--- src/rtl/mips32_reg_dump_if.sv ---
// rtl/mips32_reg_dump_if.sv - register-file read port and dump word stream for mips32_reg_dump
interface mips32_reg_dump_if;
  logic        rf_re;
  logic [4:0]  rf_raddr;
  logic [31:0] rf_rdata;
  logic        out_valid;
  logic        out_ready;
  logic [4:0]  out_index;
  logic [31:0] out_data;
  logic        out_last;

  modport master (
    output rf_re,
    output rf_raddr,
    input  rf_rdata,
    output out_valid,
    input  out_ready,
    output out_index,
    output out_data,
    output out_last
  );

  modport slave (
    input  rf_re,
    input  rf_raddr,
    output rf_rdata,
    input  out_valid,
    output out_ready,
    input  out_index,
    input  out_data,
    input  out_last
  );
endinterface

--- src/rtl/mips32_reg_dump.sv ---
// rtl/mips32_reg_dump.sv - on halt rising edge, streams registers FIRST_REG..LAST_REG out of the register file
module mips32_reg_dump #(
  parameter int unsigned FIRST_REG = 0,
  parameter int unsigned LAST_REG  = 31
) (
  input  logic              clk1,
  input  logic              rst_n,
  input  logic              halted,
  output logic              busy,
  output logic              done,
  mips32_reg_dump_if.master bus
);

  localparam logic [4:0] FIRST_IDX = 5'(FIRST_REG);
  localparam logic [4:0] LAST_IDX  = 5'(LAST_REG);

  typedef enum logic [2:0] {
    IDLE,
    READ,
    CAPT,
    SEND,
    DONE
  } state_t;

  state_t      state_q, state_d;
  logic        halted_q, halted_d;
  logic [4:0]  index_q, index_d;
  logic [31:0] out_data_q, out_data_d;
  logic [4:0]  out_index_q, out_index_d;

  logic rf_re;
  logic out_valid;
  logic out_last;

  always_ff @(posedge clk1) begin
    if (!rst_n) begin
      state_q     <= IDLE;
      halted_q    <= 1'b0;
      index_q     <= FIRST_IDX;
      out_data_q  <= '0;
      out_index_q <= '0;
    end else begin
      state_q     <= state_d;
      halted_q    <= halted_d;
      index_q     <= index_d;
      out_data_q  <= out_data_d;
      out_index_q <= out_index_d;
    end
  end

  always_comb begin
    state_d     = state_q;
    halted_d    = halted;
    index_d     = index_q;
    out_data_d  = out_data_q;
    out_index_d = out_index_q;
    rf_re       = 1'b0;
    out_valid   = 1'b0;
    out_last    = 1'b0;
    busy        = 1'b0;
    done        = 1'b0;

    case (state_q)
      IDLE: begin
        // Only a fresh 0->1 edge seen while idle arms a dump.
        if (halted && !halted_q) begin
          state_d = READ;
          index_d = FIRST_IDX;
        end
      end
      READ: begin
        rf_re   = 1'b1;
        busy    = 1'b1;
        state_d = CAPT;
      end
      CAPT: begin
        busy        = 1'b1;
        out_data_d  = bus.rf_rdata;
        out_index_d = index_q;
        state_d     = SEND;
      end
      SEND: begin
        busy      = 1'b1;
        out_valid = 1'b1;
        out_last  = (index_q == LAST_IDX);
        if (bus.out_ready) begin
          if (index_q == LAST_IDX) begin
            state_d = DONE;
          end else begin
            index_d = index_q + 5'd1;
            state_d = READ;
          end
        end
      end
      DONE: begin
        done = 1'b1;
        if (!halted) begin
          state_d = IDLE;
        end
      end
      default: begin
        state_d = IDLE;
      end
    endcase
  end

  assign bus.rf_re     = rf_re;
  assign bus.rf_raddr  = index_q;
  assign bus.out_valid = out_valid;
  assign bus.out_last  = out_last;
  assign bus.out_data  = out_data_q;
  assign bus.out_index = out_index_q;

endmodule

--- src/flat_wrapper.sv ---
// flat-port wrapper written by rule: the top's interface ports become plain ports
module mips32_reg_dump_flat 
#(
  parameter int unsigned FIRST_REG = 0,
  parameter int unsigned LAST_REG  = 31
)
  (clk1, rst_n, halted, busy, done, bus_rf_re, bus_rf_raddr, bus_rf_rdata, bus_out_valid, bus_out_ready, bus_out_index, bus_out_data, bus_out_last);
  mips32_reg_dump_if bus_i ();
  input  logic clk1;
  input  logic rst_n;
  input  logic halted;
  output logic busy;
  output logic done;
  output wire logic [$bits(bus_i.rf_re)-1:0] bus_rf_re;
  output wire logic [$bits(bus_i.rf_raddr)-1:0] bus_rf_raddr;
  input wire logic [$bits(bus_i.rf_rdata)-1:0] bus_rf_rdata;
  output wire logic [$bits(bus_i.out_valid)-1:0] bus_out_valid;
  input wire logic [$bits(bus_i.out_ready)-1:0] bus_out_ready;
  output wire logic [$bits(bus_i.out_index)-1:0] bus_out_index;
  output wire logic [$bits(bus_i.out_data)-1:0] bus_out_data;
  output wire logic [$bits(bus_i.out_last)-1:0] bus_out_last;
  assign bus_rf_re = bus_i.rf_re;
  assign bus_rf_raddr = bus_i.rf_raddr;
  assign bus_i.rf_rdata = bus_rf_rdata;
  assign bus_out_valid = bus_i.out_valid;
  assign bus_i.out_ready = bus_out_ready;
  assign bus_out_index = bus_i.out_index;
  assign bus_out_data = bus_i.out_data;
  assign bus_out_last = bus_i.out_last;
  mips32_reg_dump #(.FIRST_REG(FIRST_REG), .LAST_REG(LAST_REG)) u_core (.clk1(clk1), .rst_n(rst_n), .halted(halted), .busy(busy), .done(done), .bus(bus_i));
endmodule
--- config.mk ---
export PLATFORM = sky130hd
export DESIGN_NAME = mips32_reg_dump_flat
export DESIGN_NICKNAME = d
export VERILOG_FILES = /design/src/rtl/mips32_reg_dump_if.sv /design/src/rtl/mips32_reg_dump.sv /design/src/flat_wrapper.sv
export SDC_FILE = /design/constraint.sdc
export NUM_CORES = 1
export LEC_CHECK = 0
export BUFFER_PORTS_ARGS = -buffer_cell sky130_fd_sc_hd__buf_2
export CORE_ASPECT_RATIO = 0.8
export CORE_MARGIN = 4
export CORE_UTILIZATION = 35
export CTS_CLUSTER_DIAMETER = 30
export DETAILED_ROUTE_END_ITERATION = 10
export GPL_TIMING_DRIVEN = 1
export PLACE_DENSITY_LB_ADDON = 0.2
export SLEW_MARGIN = 30
export SYNTH_ARGS = -nofsm -noshare
export SYNTH_HDL_FRONTEND = slang
export SYNTH_SLANG_ARGS = --single-unit
--- constraint.sdc ---
create_clock -name clk1 -period 1.6 [get_ports clk1]
set_input_delay 0.08 -clock clk1 [delete_from_list [all_inputs] [get_ports clk1]]
set_output_delay 0.08 -clock clk1 [all_outputs]
set_load 0.03 [all_outputs]
# After elaboration in Yosys (flattened, before gate mapping)
# Cells that the tools add are included.
[op_classes]
n_reduce_logical = 7
addsub = 1
muxes = 14
n_eq_ne = 9
[op_table]
columns = ["operator", "n"]
rows = [
  ["$mux 5", 3],
  ["$pmux 3 s5", 1],
  ["$mux 3", 4],
  ["$pmux 5 s2", 1],
  ["$eq 3x2->1 const B", 2],
  ["$ne 2x2->1 const B", 3],
  ["$add 5x1->5 const B", 1],
  ["$eq 5x5->1 const B", 1],
  ["$mux 1", 5],
  ["$reduce_and 4->1", 1],
  ["$eq 3x1->1 const B", 1],
  ["$eq 3x3->1 const B", 1],
  ["$logic_not 3->1", 1],
  ["$reduce_and 3->1", 1],
  ["$reduce_or 3->1", 1],
  ["$ne 2x1->1 const B", 1],
  ["$reduce_bool 2->1", 1],
  ["$logic_and 1x1->1", 1],
  ["$logic_not 1->1", 1],
]
[totals]
inputBits = 36
elab_cells = 36
reg_bits = 46

# Depth between registers and ports, before layout
# Gate-level depths: netlist (run 1).
[logic_depth]
depth_word = 4
mapped_depth = 7
depth_no_buf = 7

# Worst setup path after synthesis (run 1)
# No wires, ideal clock.
[synth_timing]
kind = "flip-flop to flip-flop"
start = "register u_core.index_q[0], in the netlist u_core.bus.rf_raddr[0]"
end = "register u_core.index_q[1], in the netlist u_core.bus.rf_raddr[1]"
required_time_ns = 1.477
setup_time_ns = 0.123
arrival_time_ns = 1.582
path_stages_with_launch = 8
slack_ns = -0.105
n_path_buf = 0
cell_sequence = "dfxtp_1 ha_1 and3_1 ha_1 inv_1 a32o_2 nand4_1 o21ai_0"
[synth_via]
elab_chain_len = 4
elab_cells_between_ends = 7
classes_between = "add/sub: 1; eq/ne: 2; mux: 3; reduce/logical: 1"
[synth_lines]
columns = ["item", "line", "rtl"]
rows = [
  ["start, declared", "mips32_reg_dump.sv:27", "logic [4:0] index_q, index_d;"],
  ["start signal, assigned", "mips32_reg_dump.sv:45", "index_q <= index_d;"],
  ["$add 5x1->5", "mips32_reg_dump.sv:90", "index_d = index_q + 5'd1;"],
  ["$mux 5", "mips32_reg_dump.sv:87", "if (index_q == LAST_IDX) begin"],
  ["$mux 5", "mips32_reg_dump.sv:86", "if (bus.out_ready) begin"],
  ["$pmux 5 s2", "mips32_reg_dump.sv:63", "case (state_q)"],
]
# Several ways; a longest one is shown, not always the timed one. The select of a mux whose other input is x is not followed.
# A chain may end at the register's enable or synchronous reset.

# Final worst setup path (run 1)
[layout_timing]
start = "register u_core.index_q[0], in the netlist u_core.bus.rf_raddr[0]"
end = "register u_core.index_q[3], in the netlist u_core.bus.rf_raddr[3]"
# The elaborated chain is that of the path after synthesis.

==> metrics.cfg, run 1 <==
[outcome]
status=completed

[run]
maxCapViolCount=0

[synthesis]
ys.flop_type=dfxtp_1
synth-compound-area-share=0.204
synth_fa_ha_area_frac=0.0132
syn_avg_cell_area_sq_um=8.57
yosysTopAreaCell=dfxtp_1
synthCells=221
synth_edf_count=0
yosys-mux-area-fraction=0
yosys-top-cells-area=dfxtp_1, nand2_1, a21boi_1
async_reset_ff_frac=0
yosys_register_bits=46
yosys_warnings=0
synth_nets=259
synth_top_family_by_area=simple AND/OR/NAND/NOR gates
synth-xor-area-share=0
syn-cell-area_sq_um=1890
ys_seq_area_frac=0.486
synth_top_area_frac=0.486
ys_types=32
yosys.area_share.simple=0.238

[placement]
dp_cells=363
place_hpwl_microns=3380
place_area_sq_um=2400
io_buffers=82
gp_congestion=0.819

[timing]
whs_ns=0.0140
tightest_slew_ns=0.276
max_freq_ghz=0.652
hold_viol_final=0
drv_slew=0
finalCritPeriodShare=0.959
finalClockSkew_ns=0.00259
timing.slew.headroom=0.815
setup_viol=0
period_needed_ns=1.53

[critical_path]
required_ns=1.79
critical_path_class=reg -> reg
crit_top_cell=ha_4
critPathLaunchType=register
end_kind=register
path_cells=ha_4 > and3_4 > ha_4 > inv_1 > a32o_2 > a21boi_2 > o21a_1
cp_max_fo=7
slowest_stage=dfxtp_4
critPathArrivalTime_ns=1.73
slowest_delay_ns=0.36

[pwr]
power.density_nw_per_um2=975
p_leak_uw=0.00114
max-vdd-ir-drop_uv=440
power_uw=2470

[global_routing]
grt_pass1_wl_microns=8050
antenna_found_initial=0
grt_pass1_vias=1731
grtUsageTotal=0.147
overflow=0
grt_max_degree=37

[detailed_routing]
routed_wl_microns=4840
ant_nets=0
num_vias=1745
drcViolationCount=0
dr.pass1.iters=4
first_iter_violations=37
wl_per_cell_microns=13.1
viasPerCell=4.72

[final_layout]
final_cell_mix=nand2_1, buf_2, dfxtp_1
stdcell_count=370
multiInputGateArea_sq_um=901
syn_to_final_growth_pct=33.5
antenna_cells=0
fin_area_sq_um=2530
final_net_count=345
ff_latch_area_sq_um=926
layout-drive-gt1-share=0.370
fillerInstances=536

[clock_network]
cts_tree=built
clk_pin_slew_ns=0.09
holdBufCountCts=0
cts_buffer_depth=2
htree_levels=2
cts_inserted_buffers=5
insertion_delay_ns=0.29
root_buffer=clkbuf_8
numClockSinks=46

[die]
die_y_microns=73.8
die_area_sq_um=6660
placementRows=23
die_w_microns=90.3
io_pins=83
core_area_sq_um=5120
start_util=0.370

[min_path]
worstHoldPathType=in -> reg

==> timing repair <==
item | CTS | global route
resized for setup | 8 | 2
pin swaps | 1 | 0
hold endpoints to repair | 0 | 0
endpoints found under the setup margin | 2 | 2
buffers inserted | 0 | 0
==> critical path, delay by kind of cell (launching register included) <==
kind	cells	cell delay [ns]
adders and majority gates	2	0.32
DFF	1	0.36
and+or+nand+nor	1	0.18
buffers and inverters	1	0.07
AOI/OAI and AO/OA	3	0.51
==> metal layers <==
metal,share of wire,global-route usage,vias to the layer above
li1,-,-,901
met1,0.48,0.191,786
met2,0.45,0.240,56
met3,0.067,0.0461,2
met4,0.0050,0.0407,0
met5,0,0,-
==> stage by stage <==
step | util | setup TNS, ns | worst slack, ns
3_5_place_dp | 0.468 | 0 | 0.00628
6_report | 0.494 | 0 | 0.0661
4_1_cts | 0.492 | 0 | 0.0318
5_1_grt | 0.494 | -0.0154 | -0.0154
2_1_floorplan | - | 0 | 0.000354
3_3_place_gp | 0.468 | 0 | 0.0386
==> registers in the layout, indices dropped and copies added, names as in the netlist <==
register              count
u_core.bus.out_data      32
u_core.bus.out_index      5
u_core.bus.rf_raddr       5
u_core.state_q            3
u_core.halted_q           1
==> synth_stat cells (2+ instances only) <==
library cell and number:
nor2_1 3, nand2b_1 3, clkbuf_1 5, dfxtp_1 46, nand3_1 3, nor3_1 2, nor3b_1 2, o21ai_0 3
nand2_1 81, nand4_1 2, inv_1 3, a21boi_1 30, ha_1 2, and2_1 3, buf_6 5, a21boi_0 7
o21a_1 2, buf_2 5
==> kinds of logic (layout without fill, tap and decap cells) <==
logic type               count (synthesis)  in the layout
buffers and inverters                   18            105
flip-flops                              46             46
adder cells (fa/ha/maj)                  2              2
AO/OA/AOI/OAI                           51             51
AND/OR/NAND/NOR                        104            104
==> layout make-up <==
type                       count  share of cell area
clock inverter                 2             0.00445
sequential                    46               0.366
inverter                       3             0.00445
tap                           62              0.0307
clock buffer                   6              0.0327
multi-input combinational    157               0.356
timing repair buffer          94               0.205
==> report_power, final <==
part	internal, uW	switching (uW)	leakage, uW	total, uW
Sequential	1200	33.5	0.000374	1240
Clock	349	395	0.0000515	744
Combinational	172	314	0.000717	486
==> worst paths after layout <==
kind,start,endpoint,slack [ns],cells past startpoint
hold reg to reg,u_core.bus.out_index[2]$_SDFFE_PN0P_,u_core.bus.out_index[2]$_SDFFE_PN0P_,0.45,2
setup reg to reg,u_core.bus.rf_raddr[0]$_SDFFE_PN0P_,u_core.bus.rf_raddr[3]$_SDFFE_PN0P_,0.07,7
hold / removal,bus_rf_rdata[20],u_core.bus.out_data[20]$_SDFFE_PN0P_,0.01,3
setup / recovery,u_core.bus.rf_raddr[0]$_SDFFE_PN0P_,u_core.bus.rf_raddr[3]$_SDFFE_PN0P_,0.07,7
(Power assumes the default switching activity.)
==> run 2, diff against run 1 <==
--- a/config.mk
+++ b/config.mk
@@ -13,6 +13,7 @@
 export DETAILED_ROUTE_END_ITERATION = 10
 export GPL_TIMING_DRIVEN = 1
 export PLACE_DENSITY_LB_ADDON = 0.2
+export RECOVER_POWER = 25
 export SLEW_MARGIN = 30
 export SYNTH_ARGS = -nofsm -noshare
 export SYNTH_HDL_FRONTEND = slang
==> metrics.cfg, run 2 (synthesis gave the netlist of run 1 again) <==
[die]
io_pins=83  ; unchanged
core_area_sq_um=5120  ; unchanged
die_y_microns=73.8  ; unchanged
die_area_sq_um=6660  ; unchanged
die_w_microns=90.3  ; unchanged
start_util=0.370  ; unchanged
placementRows=23  ; unchanged

[detailed_routing]
wl_met1_microns=2310  ; -0.52%
met3_length_microns=336  ; +4.3%
met2WireLength_microns=2190  ; +0.97%
first_iter_violations=43  ; +16%
wl_per_cell_microns=13.1  ; +0.46%
ant_nets=0  ; unchanged
routed_wl_microns=4860  ; +0.46%
num_vias=1752  ; +0.40%
top_layer=met4
drcViolationCount=0  ; unchanged
viasPerCell=4.74  ; +0.40%
dr.pass1.iters=4  ; unchanged

[global_routing]
overflow=0  ; unchanged
grt_pass1_wl_microns=8050  ; unchanged
grt_max_degree=37  ; unchanged
grt_pass1_vias=1731  ; unchanged
grtUsageTotal=0.147  ; unchanged
antenna_found_initial=0  ; unchanged

[timing]
max_freq_ghz=0.642  ; -1.5%
hold_viol_final=0  ; unchanged
timing.slew.headroom=0.613  ; -0.202
setup_viol=0  ; unchanged
timing.setup.tns_ns=0  ; unchanged
finalCritPeriodShare=0.973  ; +0.0145
period_needed_ns=1.56  ; +0.0233 ns
whs_ns=0.0140  ; +0.000000200 ns
finalClockSkew_ns=0.00381  ; +0.00122 ns
tightest_slew_ns=0.580  ; +0.303 ns
drv_slew=0  ; unchanged

[critical_path]
required_ns=1.52  ; -0.27 ns
r2r_cells=7  ; unchanged
critPathArrivalTime_ns=1.48  ; -0.25 ns
critical_path_class=reg -> out
path_buf_inv=2  ; +1
end_kind=output pin
slowest_stage=dfxtp_1
cp_top_family=flip-flops
cp_max_fo=7  ; unchanged
r2r_end=u_core.bus.rf_raddr[3]$_SDFFE_PN0P_
critPathLaunchType=register
regToRegSetupSlack_ns=0.06  ; about the same
reg2reg_from=u_core.bus.rf_raddr[0]$_SDFFE_PN0P_
slowest_delay_ns=0.46  ; +0.10 ns
path_cells=and3b_2 > buf_4 > and2_4 > buf_6

[final_layout]
fillerInstances=548  ; +2.2%
layout-drive-gt1-share=0.295  ; -0.0747
largest_register_ffs=32  ; unchanged
fin_area_sq_um=2500  ; -1.1%
antenna_cells=0  ; unchanged
final_net_count=345  ; unchanged
syn_to_final_growth_pct=32.0
layout_commonest_cell=nand2_1
fin_util=0.488  ; -0.00562
final_cell_mix=nand2_1, buf_2, dfxtp_1

[min_path]
whs_path_depth=3  ; unchanged
worstHoldPathType=in -> reg
holdCritStartpoint=bus_rf_rdata[20]
whs_endpoint=u_core.bus.out_data[20]$_SDFFE_PN0P_

[outcome]
status=completed

[placement]
gp_congestion=0.819  ; unchanged
place_hpwl_microns=3380  ; unchanged
io_buffers=82  ; unchanged
place_area_sq_um=2400  ; unchanged

[clock_network]
htree_levels=2  ; unchanged
cts_tree=built
cts_setup_buffers=0  ; unchanged
cts_inserted_buffers=5  ; unchanged
insertion_delay_ns=0.29  ; about the same
numClockSinks=46  ; unchanged
root_buffer=clkbuf_8
cts_buffer_depth=2  ; unchanged
holdBufCountCts=0  ; unchanged
clk_pin_slew_ns=0.09  ; about the same

[pwr]
p_leak_uw=0.00105  ; -8.5%
power.density_nw_per_um2=982  ; +0.73%
max-vdd-ir-drop_uv=437  ; -0.69%

[run]
maxCapViolCount=0  ; unchanged

==> run 2: repair_timing <==
action / CTS / global route
setup endpoints to repair: 2 / 2
resized for setup: 8 / 2
pin swaps: 1 / 0
==> run 2: per-layer routing <==
layer  vias to the layer above  track usage
met5                         -            0
met4                         0       0.0407
met3                         2       0.0461
met2                        55        0.240
met1                       795        0.191
li1                        900            -
==> run 2: how the worst max path moves through the flow <==
| stage | depth (start not counted) | start | endpoint | slack, ns |
|---|---|---|---|---|
| 6_report | 4 | u_core.state_q[1]$_SDFFE_PN0P_ | bus_out_last | 0.04 |
| 5_1_grt | 7 | u_core.bus.rf_raddr[0]$_SDFFE_PN0P_ | u_core.bus.rf_raddr[3]$_SDFFE_PN0P_ | -0.02 |
| 3_5_place_dp | 7 | u_core.bus.rf_raddr[0]$_SDFFE_PN0P_ | u_core.bus.rf_raddr[3]$_SDFFE_PN0P_ | 0.006 |
| 4_1_cts | 4 | u_core.state_q[1]$_SDFFE_PN0P_ | bus_out_last | 0.03 |
| 2_1_floorplan | 7 | u_core.bus.rf_raddr[0]$_SDFFE_PN0P_ | u_core.bus.rf_raddr[3]$_SDFFE_PN0P_ | 0.0004 |
| 3_3_place_gp | 7 | u_core.bus.rf_raddr[0]$_SDFFE_PN0P_ | u_core.bus.rf_raddr[3]$_SDFFE_PN0P_ | 0.04 |
==> run 2: area by class of cell <==
type                       count  area (sq um)  share of cell area
sequential                    46           926               0.370
multi-input combinational    157           901               0.360
timing repair buffer          94           490               0.196
clock buffer                   6          82.6              0.0330
tap                           62          77.6              0.0310
clock inverter                 2          11.3             0.00450
inverter                       3          11.3             0.00450
==> run 2: through the flow <==
step / power (uW) / worst slack, ns / std cells
2_1_floorplan: 1600 / 0.000354 / 221
3_3_place_gp: 1750 / 0.0386 / 363
3_5_place_dp: 1750 / 0.00628 / 363
4_1_cts: 2500 / 0.0318 / 370
5_1_grt: 2580 / -0.0154 / 370
6_report: 2460 / 0.0428 / 370
==> run 2: worst reg2reg max path: cells and delay by family (launching register included) <==
family,cells,cell delay [ns]
adders and majority gates,2,0.32
AOI/OAI and AO/OA,3,0.52
DFF,1,0.36
and+or+nand+nor,1,0.18
buffers and inverters,1,0.07
==> run 2: report_power, final <==
part | total [uW] | switching [uW] | internal [uW] | leakage (uW)
sequential | 1240 | 35.3 | 1200 | 0.000374
clock | 741 | 392 | 349 | 0.0000515
combinational | 477 | 314 | 163 | 0.000620
